## src/rtl/mem_wb_stage.sv

```systemverilog
// MEM stage + MEM/WB register: drives a req/ack data-memory port and stalls upstream while an access is pending.
// Latency: 1 cycle for ALU ops; loads/stores add 1..MAX_WAIT ACCESS cycles; StallM is combinational backpressure.
module mem_wb_stage #(
  parameter int DATA_W   = 32,
  parameter int REG_W    = 5,
  parameter int MAX_WAIT = 15
) (
  input  logic              clk,
  input  logic              Rst,
  input  logic [DATA_W-1:0] AluoutM,
  input  logic [DATA_W-1:0] writeDataM,
  input  logic [REG_W-1:0]  writeRegM,
  input  logic              RegWriteM,
  input  logic              MemtoRegM,
  input  logic              MemwriteM,
  output logic              mem_req,
  output logic              mem_we,
  output logic [DATA_W-1:0] mem_addr,
  output logic [DATA_W-1:0] mem_wdata,
  input  logic              mem_ack,
  input  logic [DATA_W-1:0] mem_rdata,
  output logic              StallM,
  output logic [DATA_W-1:0] ResultW,
  output logic [REG_W-1:0]  writeRegW,
  output logic              RegWriteW,
  output logic              err_misalign,
  output logic              err_timeout
);

  typedef enum logic {IDLE, ACCESS} state_t;

  state_t     state;
  logic [7:0] cnt;
  logic       mem_access;
  logic       misaligned;
  logic       last_wait;

  assign mem_access = MemtoRegM | MemwriteM;
  assign misaligned = mem_access & (AluoutM[1:0] != 2'b00);
  assign last_wait  = (cnt == 8'(MAX_WAIT - 1));

  // Stall drops in the cycle that finishes the access (ack or abort) so the next instruction advances.
  always_comb begin
    if (state == IDLE) StallM = mem_access & ~misaligned;
    else               StallM = ~mem_ack & ~last_wait;
  end

  always_ff @(posedge clk) begin
    if (!Rst) begin
      state        <= IDLE;
      cnt          <= 8'd0;
      mem_req      <= 1'b0;
      mem_we       <= 1'b0;
      mem_addr     <= '0;
      mem_wdata    <= '0;
      ResultW      <= '0;
      writeRegW    <= '0;
      RegWriteW    <= 1'b0;
      err_misalign <= 1'b0;
      err_timeout  <= 1'b0;
    end else begin
      case (state)
        IDLE: begin
          if (!mem_access) begin
            ResultW   <= AluoutM;
            writeRegW <= writeRegM;
            RegWriteW <= RegWriteM;
          end else if (misaligned) begin
            err_misalign <= 1'b1;
            RegWriteW    <= 1'b0;
          end else begin
            state     <= ACCESS;
            mem_req   <= 1'b1;
            mem_we    <= MemwriteM;
            mem_addr  <= AluoutM;
            mem_wdata <= writeDataM;
            cnt       <= 8'd0;
            RegWriteW <= 1'b0;
          end
        end
        ACCESS: begin
          if (mem_ack) begin
            state     <= IDLE;
            mem_req   <= 1'b0;
            ResultW   <= MemtoRegM ? mem_rdata : AluoutM;
            writeRegW <= writeRegM;
            RegWriteW <= RegWriteM;
          end else if (last_wait) begin
            state       <= IDLE;
            mem_req     <= 1'b0;
            err_timeout <= 1'b1;
            RegWriteW   <= 1'b0;
          end else begin
            cnt       <= cnt + 8'd1;
            RegWriteW <= 1'b0;
          end
        end
        default: state <= IDLE;
      endcase
    end
  end

endmodule

```

## config.mk

```make
export PLATFORM = sky130hd
export DESIGN_NAME = mem_wb_stage
export DESIGN_NICKNAME = d
export VERILOG_FILES = /design/src/rtl/mem_wb_stage.sv
export SDC_FILE = /design/constraint.sdc
export NUM_CORES = 1
export LEC_CHECK = 0
export BUFFER_PORTS_ARGS = -buffer_cell sky130_fd_sc_hd__clkbuf_2
export CELL_PAD_IN_SITES_DETAIL_PLACEMENT = 1
export CELL_PAD_IN_SITES_GLOBAL_PLACEMENT = 1
export CORE_MARGIN = 4
export CORE_UTILIZATION = 30
export DETAILED_ROUTE_END_ITERATION = 10
export PLACE_DENSITY = 0.78
export SLEW_MARGIN = 20
export SYNTH_ARGS = -nofsm -noshare
export SYNTH_HDL_FRONTEND = slang
export SYNTH_SLANG_ARGS = --single-unit
```

## constraint.sdc

```tcl
create_clock -name clk -period 2.1 [get_ports clk]
set_clock_uncertainty 0.05 [all_clocks]
set_input_delay 0.21 -clock clk [delete_from_list [all_inputs] [get_ports clk]]
set_output_delay 0.21 -clock clk [all_outputs]
set_load 0.01 [all_outputs]
```

After elaboration in Yosys (flattened, before gate mapping)

Index checks and enable logic that the tools add are counted.

Reductions and logical operators: 7
Bitwise gates (word level): 8
Mux-type cells: 26
Equal/unequal tests: 8
Add/subtract/negate cells: 1

Operators with widths:

| kind                                                                   | count |
|---|---|
| 32-bit 2-to-1 mux                                                      | 3 |
| 32-bit one-hot mux with 2 select lines                                 | 1 |
| 8-bit 2-to-1 mux                                                       | 4 |
| 8-bit one-hot mux with 2 select lines                                  | 1 |
| 2-bit != test (second input constant)                                  | 6 |
| 3-bit AND reduction                                                    | 4 |
| 1-bit 2-to-1 mux                                                       | 11 |
| 5-bit 2-to-1 mux                                                       | 2 |
| 5-bit one-hot mux with 2 select lines                                  | 1 |
| 8-bit by 1-bit adder with 8-bit output (second input constant)         | 1 |
| 8-bit by 4-bit equality test with 1-bit output (second input constant) | 1 |
| 1-bit one-hot mux with 2 select lines                                  | 3 |
| 1-bit inverter                                                         | 4 |
| 4-bit AND reduction                                                    | 1 |
| 1-bit AND                                                              | 3 |
| 3-bit by 2-bit != test with 1-bit output (second input constant)       | 1 |
| 2-bit AND reduction                                                    | 1 |
| 2-bit nonzero test                                                     | 1 |
| 1-bit bitwise OR                                                       | 1 |

Register bits: 115
Output and inout bits: 107
Word-level logic and storage cells: 61

Longest topological paths before layout

Gate-level depths: netlist of the first run.

Word-level depth: 5
Mapped depth: 8
Gate-level depth less buffers: 6

Worst setup path before layout of the first run

Ideal clock, no wire load.

Path kind: register to register
From: register cnt[4]
To: register cnt[5]
Cell stages (with the launch flop): 5
Setup time: 0.095 ns
Slack: 0.603 ns
Arrival: 1.351 ns
Clock period less this slack: 1.497 ns
Path through: dfxtp_1 nor4_4 a41oi_4 or3_1 o311ai_1

Cells in the longest elaborated chain, start to end: 4
Elaborated cells between the ends (all ways): 7
Those cells by class: add/sub (1); eq/ne (2); mux (3); reduce/logical (1)

Ends and longest elaborated chain:

| item                                   | RTL line | source |
|---|---|---|
| from (decl)                            | 33       | `logic [7:0] cnt;` |
| from (signal assigned)                 | 94       | `cnt <= cnt + 8'd1;` |
| 8-bit by 1-bit adder with 8-bit output | 94       |  |
| 8-bit 2-to-1 mux                       | 88       | `end else if (last_wait) begin` |
| 8-bit 2-to-1 mux                       | 82       | `if (mem_ack) begin` |
| 8-bit one-hot mux with 2 select lines  | 62       | `case (state)` |

Parallel ways exist; a longest one is shown, timed or not. The select of a mux whose other input is x is not followed.
A chain may end at the register's enable or synchronous reset.

Worst setup path in the final report of the first run

From: register cnt[7]
To: output port StallM

Cells in the longest elaborated chain, start to end: 4

Ends and longest elaborated chain:

| item                                           | RTL line | source |
|---|---|---|
| 8-bit by 4-bit equality test with 1-bit output | 40       | `assign last_wait = (cnt == 8'(MAX_WAIT - 1));` |
| 1-bit inverter                                 | 45       | `else StallM = ~mem_ack & ~last_wait;` |
| 1-bit AND                                      | 45       |  |
| 1-bit 2-to-1 mux                               | 44       | `if (state == IDLE) StallM = mem_access & ~misaligned;` |
| to (decl)                                      | 22       | `output logic StallM,` |

Every way passes these cells.

==> results of run 1 <==
[worst reg2reg max path, delay by kind of cell, from the launching register on]
family	cells	cell delay (ps)
AND/OR/NAND/NOR	2	310
flip-flops	1	350
buffers and inverters	1	480
AO/OA/AOI/OAI	2	510
[power breakdown]
group | switching, mW | internal (mW) | total (mW) | leakage [nW]
registers | 0.0647 | 2.31 | 2.37 | 0.941
logic | 0.452 | 0.363 | 0.815 | 1.89
clock network | 1.03 | 2.29 | 3.32 | 0.336
[cells in the mapped netlist (all sizes together), types with 2 or more instances]
library cell / instances
nand2b: 5
inv: 3
a31oi: 2
a21oi: 73
nand3: 36
nand4: 5
o21ai: 2
ha: 2
and3: 4
dfxtp: 115
nor2: 41
buf: 27
a311oi: 34
nand2: 178
clkbuf: 22
[final cells by class]
type                       instances  area [µm²]  share of cell area, %
sequential                       115        2300                   32.3
multi-input combinational        398        1990                   27.9
timing repair buffer             298        1910                   26.8
clock buffer                      24         512                   7.17
tap                              184         230                   3.22
clock inverter                     8         169                   2.37
inverter                           4        16.3                  0.228
antenna                            1        2.50                 0.0350
[path summary, 6_finish.rpt]
check	startpoint	end	slack [ps]	cells after the start
setup / recovery	cnt[7]	StallM	80	5
setup reg to reg	state	mem_wdata[9]	310	5
hold / removal	mem_rdata[27]	ResultW[27]	20	3
hold reg to reg	mem_wdata[20]	mem_wdata[20]	400	2
[layer usage]
metal	up-vias	global-route usage [%]	part of all wire [%]
met1	2420	23.8	40
met3	32	7.49	6.5
met4	0	9.04	2.9
met2	176	36.3	51
met5	-	0	0
li1	2466	-	-
[layout by cell type, fill, tap and decap left out, types with 2 or more instances in the layout]
master	instances
clkbuf_2	213
nand2_1	178
dfxtp_1	114
a21oi_1	73
dlygate4sd3_1	69
nor2_1	40
nand3_1	36
a311oi_1	32
clkbuf_16	17
buf_4	13
clkbuf_8	6
nand4_1	5
bufinv_16	5
nand2b_1	4
and3_1	4
clkinv_2	3
buf_12	3
inv_1	2
a31oi_1	2
a311oi_2	2
o21ai_0	2
[sequential cells by signal (all words and copies together) (netlist names)]
signal        count
err_timeout       1
state             1
mem_wdata        32
RegWriteW         1
ResultW          32
mem_addr         32
writeRegW         5
cnt               8
mem_we            1
err_misalign      1
mem_req           1
[logic make-up after synthesis]
kind of cell             Yosys count  share of synthesized area, %
adder cells (fa/ha/maj)            2                         0.550
buffers and inverters             53                          5.83
flip-flops                       115                          50.6
AO/OA/AOI/OAI                    119                          17.3
AND/OR/NAND/NOR                  277                          25.7
[metrics by stage]
step                      std cells  cell area, µm²  setup TNS [ps]  utilization (%)
after floorplan                 566            4550               0                -
after global placement          929            5760               0             39.2
after detailed placement        929            5760               0             39.2
after CTS                      1030            7130               0             48.5
after global routing           1032            7140           -15.2             48.6
final                          1032            7140               0             48.6
[timing repair]
item | CTS | global route
hold buffers | 69 | 0
setup buffers | 0 | 1
setup endpoints to repair | 0 | 1
gates resized for setup | 0 | 1
hold endpoints to repair | 79 | 0
==> summary.md, run 1 <==
| Metric | Value |
|---|---|
| Peak clock frequency supported by timing | `495 MHz` |
| Placed wire-length estimate | `between 10 and 15 mm` |
| Largest buffer count on any clock path | `2` |
| Signal arrival time at the worst endpoint | `about 1800 ps` |
| Number of instances in the synthesized netlist | `around 570` |
| Leading register cell type out of synthesis | `dfxtp_1` |
| Post-synth EDFFs | `0` |
| Global placer's final weighted congestion | `0.807` |
| Number of hold violations in the final report | `0` |
| Aggregate global routing overflow | `0` |
| Seq/Total Area, Yosys | `~51%` |
| Final-layout fill cell count | `~1800` |
| Buffer cell driving the clock tree root | `clkbuf_16` |
| Wirelength per Cell | `approximately 18 µm` |
| Fin. max-slew vios | `0` |
| Critical path peak fanout | `5` |
| Detail Route Antenna Nets | `0` |
| Area of the die | `around 17000 µm²` |
| Clock slew at the register clock pins of the worst setup and hold paths | `60 ps` |
| Average instance area after synthesis | `8.04 µm²` |
| Insertion delay of the later-clocked pin in the worst-skew pair | `between 400 and 500 ps` |
| Min-Delay Path Class | `in -> reg` |
| Library cells used by synthesis | `38` |
| Share of synthesized flip-flops with an asynchronous set or reset | `0%` |
| Vias in the first global route | `around 5400` |
| CP required | `between 1500 and 2000 ps` |
| Count of pins on the block boundary | `about 210` |
| First-pass GRT wire length | `between 20 and 30 mm` |
| Mapped Nets | `675` |
| Post-synthesis cell type with the largest combined area | `dfxtp_1` |
| Overall track demand over capacity in global routing | `21.1%` |
| Fraction of final layout cells sized beyond drive strength 1 | `~32%` |
| Count of max-cap constraint violations | `0` |
| Pwr per Cell Area | `911 nW/µm²` |
| Core Region | `around 15000 µm²` |
| Vertical die dimension | `131 µm` |
| Number of vias after detailed routing | `approximately 5100` |
| Number of buffers created by CTS | `17` |
| Clock sinks | `around 120` |
| Pin count of the biggest net entering global routing | `56` |
| Initial Utilization | `between 30% and 40%` |
| Portion of synthesized cell area occupied by the leading cell type | `about half` |
| Cell with the biggest individual delay on the critical path | `nor4_4` |
| Design Power | `about 6.5 mW` |
| Die width | `131 µm` |
| Clock tree from TritonCTS | `done` |
| Portion of the clock cycle consumed by the worst path in the final layout | `approximately 96%` |
| Count of nets after finishing | `943` |
| Detailed router's first-iteration violation count | `roughly 240` |
| CTS HTree Levels | `4` |
| Total Routed Length | `~18 mm` |
| Period minus WS final | `roughly 2000 ps` |
| Most area-consuming cells after synthesis | `dfxtp_1 (51%), nand2_1 (15%), a21oi_1 (8.0%), a311oi_1 (6.2%), nand3_1 (4.0%)` |
| Tightest Pin Transition | `549 ps` |
| Cell Area, Synth | `about 4500 µm²` |
| Setup slack of the critical path after layout | `approximately 79 ps` |
| Area grow syn2layout | `57.0%` |
| IO buf count | `~210` |
| Row count | `between 40 and 50` |
| Maximum resistive drop on vdd | `slightly below 0.7 mV` |
| Type of destination of the critical path | `primary output` |
| Leakage | `approximately 3.2 nW` |
| Largest stage delay, worst path | `a little under 400 ps` |
| DR DRC count | `0` |
| Family with the most delay on the worst path | `simple AND/OR/NAND/NOR gates` |
| Worst Hold Margin | `between 15 and 20 ps` |
| First-pass detailed-route iteration total | `4` |
| Detail-routed via count per cell | `4.94` |
| Cell Chain, Critical Path | `nor4_4, a41oi_4, nor2_4, inv_2, clkbuf_2` |
| Count of endpoints failing setup in the final report | `0` |
| Synth Warn # | `0` |
| Critical setup path kind | `reg -> out` |
| Initial antenna violation count | `1` |
| Slew headroom | `63.4%` |
| Startpoint class of the critical path | `flip-flop` |
| Buffer and inverter count on the worst path | `2` |
| Post-Place Worst Slack | `438 ps` |
| Outcome | `completed` |
| Register bit total from synthesis | `about 120` |
Power figures use the tool's default switching activity.
==> inputs of run 2 (changes only) <==
--- a/constraint.sdc
+++ b/constraint.sdc
@@ -4,2 +4,2 @@
 set_output_delay 0.21 -clock clk [all_outputs]
-set_load 0.01 [all_outputs]
+set_load 0.05 [all_outputs]
==> run 2 against run 1 <==
Wire length grew 3.3%; die area is the same; cell count grew 0.48%; critical path type unchanged; largest cell class unchanged; largest power group unchanged; highest routed layer is now met5.
==> summary.md, run 2 (synthesized netlist as in run 1, its figures left out) <==
| Metric | Value |
|---|---|
| Largest buffer count on any clock path | `2 (unchanged)` |
| Sw power | `1.88 mW (was 1.54 mW)` |
| Critical setup path kind | `reg -> out (unchanged)` |
| Die width | `131 µm (unchanged)` |
| Initial antenna violation count | `4 (was 1)` |
| Placed Instances | `929 (unchanged)` |
| Overall track demand over capacity in global routing | `21.4% (was 21.1%)` |
| Setup_tns | `0 ps (unchanged)` |
| Total Routed Length | `18.7 mm (was 18.1 mm)` |
| Buffer and inverter count on the worst path | `3 (was 2)` |
| Fin. max-slew vios | `0 (unchanged)` |
| Terminating pin of the worst hold path | `mem_addr[30] (was ResultW[27])` |
| CP required | `1840 ps (about the same)` |
| Share of power burned in registers | `37.3% (was 36.4%)` |
| Period minus WS final | `2010 ps (was 2020 ps)` |
| Initial Utilization | `30.9% (unchanged)` |
| Type of destination of the critical path | `primary output (unchanged)` |
| Portion of the clock cycle consumed by the worst path in the final layout | `95.6% (was 96.2%)` |
| Aggregate global routing overflow | `0 (unchanged)` |
| Part of the power in combinational logic | `18.7% (was 12.5%)` |
| Fraction of final layout cells sized beyond drive strength 1 | `31.8% (was 32.2%)` |
| Endpoint of the worst-slack reg-to-reg timing path | `cnt[5] (was mem_wdata[9])` |
| Core Region | `14700 µm² (unchanged)` |
| Global placer's final weighted congestion | `0.794 (was 0.807)` |
| Count of nets after finishing | `947 (was 943)` |
| Peak clock frequency supported by timing | `498 MHz (was 495 MHz)` |
| Insertion delay of the later-clocked pin in the worst-skew pair | `420 ps (about the same)` |
| Pin count of the biggest net entering global routing | `47 (was 56)` |
| Depth of the worst register-to-register path | `5 (unchanged)` |
| Stages on worst setup path | `6 (was 5)` |
| Buffer cell driving the clock tree root | `clkbuf_16 (unchanged)` |
| Clock sinks | `115 (unchanged)` |
| Number of buffers created by CTS | `17 (unchanged)` |
| Cell count of the worst hold path | `3 (unchanged)` |
| Most frequent cells in the layout | `clkbuf_2 (212), nand2_1 (178), dfxtp_1 (114) (was clkbuf_2 (213), nand2_1 (178), dfxtp_1 (114))` |
| Min-Delay Path Class | `in -> reg (unchanged)` |
| Clock tree from TritonCTS | `done (unchanged)` |
| Detailed router's first-iteration violation count | `180 (was 237)` |
| Number of vias after detailed routing | `5164 (was 5094)` |
| Cell with the biggest individual delay on the critical path | `dfxtp_2 (was nor4_4)` |
| Pwr per Cell Area | `897 nW/µm² (was 911 nW/µm²)` |
| Area of the die | `17200 µm² (unchanged)` |
| Detail Route Antenna Nets | `0 (unchanged)` |
| Final Core Density | `48.2% (was 48.6%)` |
| Hold Crit Start | `AluoutM[30] (was mem_rdata[27])` |
| Post-layout instance count excluding filler cells | `1037 (was 1032)` |
| DR DRC count | `0 (unchanged)` |
| Final-layout fill cell count | `1790 (was 1771)` |
| Slew headroom | `71.7% (was 63.4%)` |
| Count of endpoints failing setup in the final report | `0 (unchanged)` |
| Switch share | `29.5% (was 23.7%)` |
| First-pass detailed-route iteration total | `4 (unchanged)` |
| Vertical die dimension | `131 µm (unchanged)` |
| Outcome | `completed (unchanged)` |
| Wirelength per Cell | `18.0 µm (was 17.5 µm)` |
| Registers with the highest flip-flop counts | `ResultW x32, mem_addr x32, mem_wdata x32 (unchanged)` |
| Number of hold violations in the final report | `0 (unchanged)` |
| Largest stage delay, worst path | `330 ps (was 390 ps)` |
| Design Power | `6.35 mW (was 6.51 mW)` |
| Detail-routed via count per cell | `4.98 (was 4.94)` |
| Startpoint class of the critical path | `flip-flop (unchanged)` |
| Vias in the first global route | `5495 (was 5396)` |
| Row count | `44 (unchanged)` |
| Tightest Pin Transition | `424 ps (was 549 ps)` |
| Clock network power share | `44.0% (was 51.1%)` |
| IO buf count | `213 (unchanged)` |
| Family with the most delay on the worst path | `buffers and inverters (was simple AND/OR/NAND/NOR gates)` |
| Clock slew at the register clock pins of the worst setup and hold paths | `50 ps (was 60 ps)` |
| Register-to-Register Setup Slack | `390 ps (was 310 ps)` |
| Count of pins on the block boundary | `214 (unchanged)` |
| Cell Chain, Critical Path | `o21bai_2, nor3_4, buf_6, nor2_4, inv_2, buf_12 (was nor4_4, a41oi_4, nor2_4, inv_2, clkbuf_2)` |
| Most frequent standard cell in the layout excluding fill and tap cells | `clkbuf_2 (unchanged)` |
| First-pass GRT wire length | `29.6 mm (was 29.3 mm)` |
| Placed wire-length estimate | `11.4 mm (about the same)` |
| Critical path peak fanout | `20 (was 5)` |
| Leakage | `3.13 nW (was 3.17 nW)` |
| Signal arrival time at the worst endpoint | `1750 ps (was 1760 ps)` |
| Worst flop-to-flop path startpoint | `cnt[7] (was state)` |
| Count of max-cap constraint violations | `0 (unchanged)` |
| Maximum resistive drop on vdd | `0.552 mV (was 0.692 mV)` |
| CTS HTree Levels | `4 (unchanged)` |
| Area grow syn2layout | `55.6% (was 57.0%)` |
| Cell Int Power | `4.48 mW (was 4.96 mW)` |
run 2: cell types whose count changed in the layout (fill, tap and decap cells not counted), sizes merged:
cell / before / now
buf: 16 / 18
bufinv: 5 / 1
clkbuf: 237 / 239
diode: 1 / 3
dlygate4sd3: 69 / 72
run 2: area by class of cell:
cell class              instances  area, µm²  share of cell area [%]
clock buffers                  27        523                    7.39
diodes                          3       7.51                   0.106
clock inverters                 4       45.0                   0.636
inverters                       4       16.3                   0.230
multi-input cells             398       1990                    28.2
repair buffers                302       1960                    27.7
flip-flops and latches        115       2300                    32.5
well taps                     184        230                    3.25
run 2: stage by stage:
step | hold WS (ps) | worst slack [ps] | area, µm²
after global routing | 15.4 | -4.08 | 7080
after global placement | 385 | 477 | 5760
after CTS | 0.451 | 21.5 | 7050
final | 15.5 | 93.3 | 7080
after detailed placement | 391 | 386 | 5760
after floorplan | 296 | 527 | 4550
run 2: how the worst max path moves through the flow:
stage | from | end | slack, ps
after floorplan | cnt[4] | cnt[2] | 530
after global placement | cnt[4] | StallM | 480
after detailed placement | cnt[4] | cnt[2] | 390
after CTS | state | StallM | 20
after global routing | state | StallM | -4
final | state | StallM | 90
run 2: timing repair:
item | CTS | global route
pin swaps | 2 | 1
hold buffers | 71 | 1
buffers inserted | 2 | 0
endpoints found under the hold margin | 79 | 1
setup endpoints to repair | 1 | 1
resized for setup | 0 | 2
run 2: power by group through the flow:
stage	Sequential (mW)	Clock, mW	Combinational, mW
global placement	2.41	0	1.06
finish	2.37	2.80	1.19
CTS	2.37	2.85	1.18
floorplan	2.82	0	0.317
detailed placement	2.41	0	1.07
global route	2.38	2.94	1.26
run 2: per-layer routing:
layer / part of all wire (%) / wire [µm] / vias to the layer above / global-route usage (%)
li1: - / - / 2475 / -
met1: 40 / 7410 / 2451 / 23.2
met2: 50 / 9360 / 181 / 37.0
met3: 6.1 / 1140 / 55 / 7.03
met4: 3.9 / 736 / 2 / 11.6
met5: 0.070 / 13 / - / 0
run 2: worst register-to-register path, cell delays in order (launching register included):
cell and delay, ps:
dfxtp_1 360, nor4_4 370, a41oi_4 180, buf_4 210, or3_1 370, o311ai_1 80
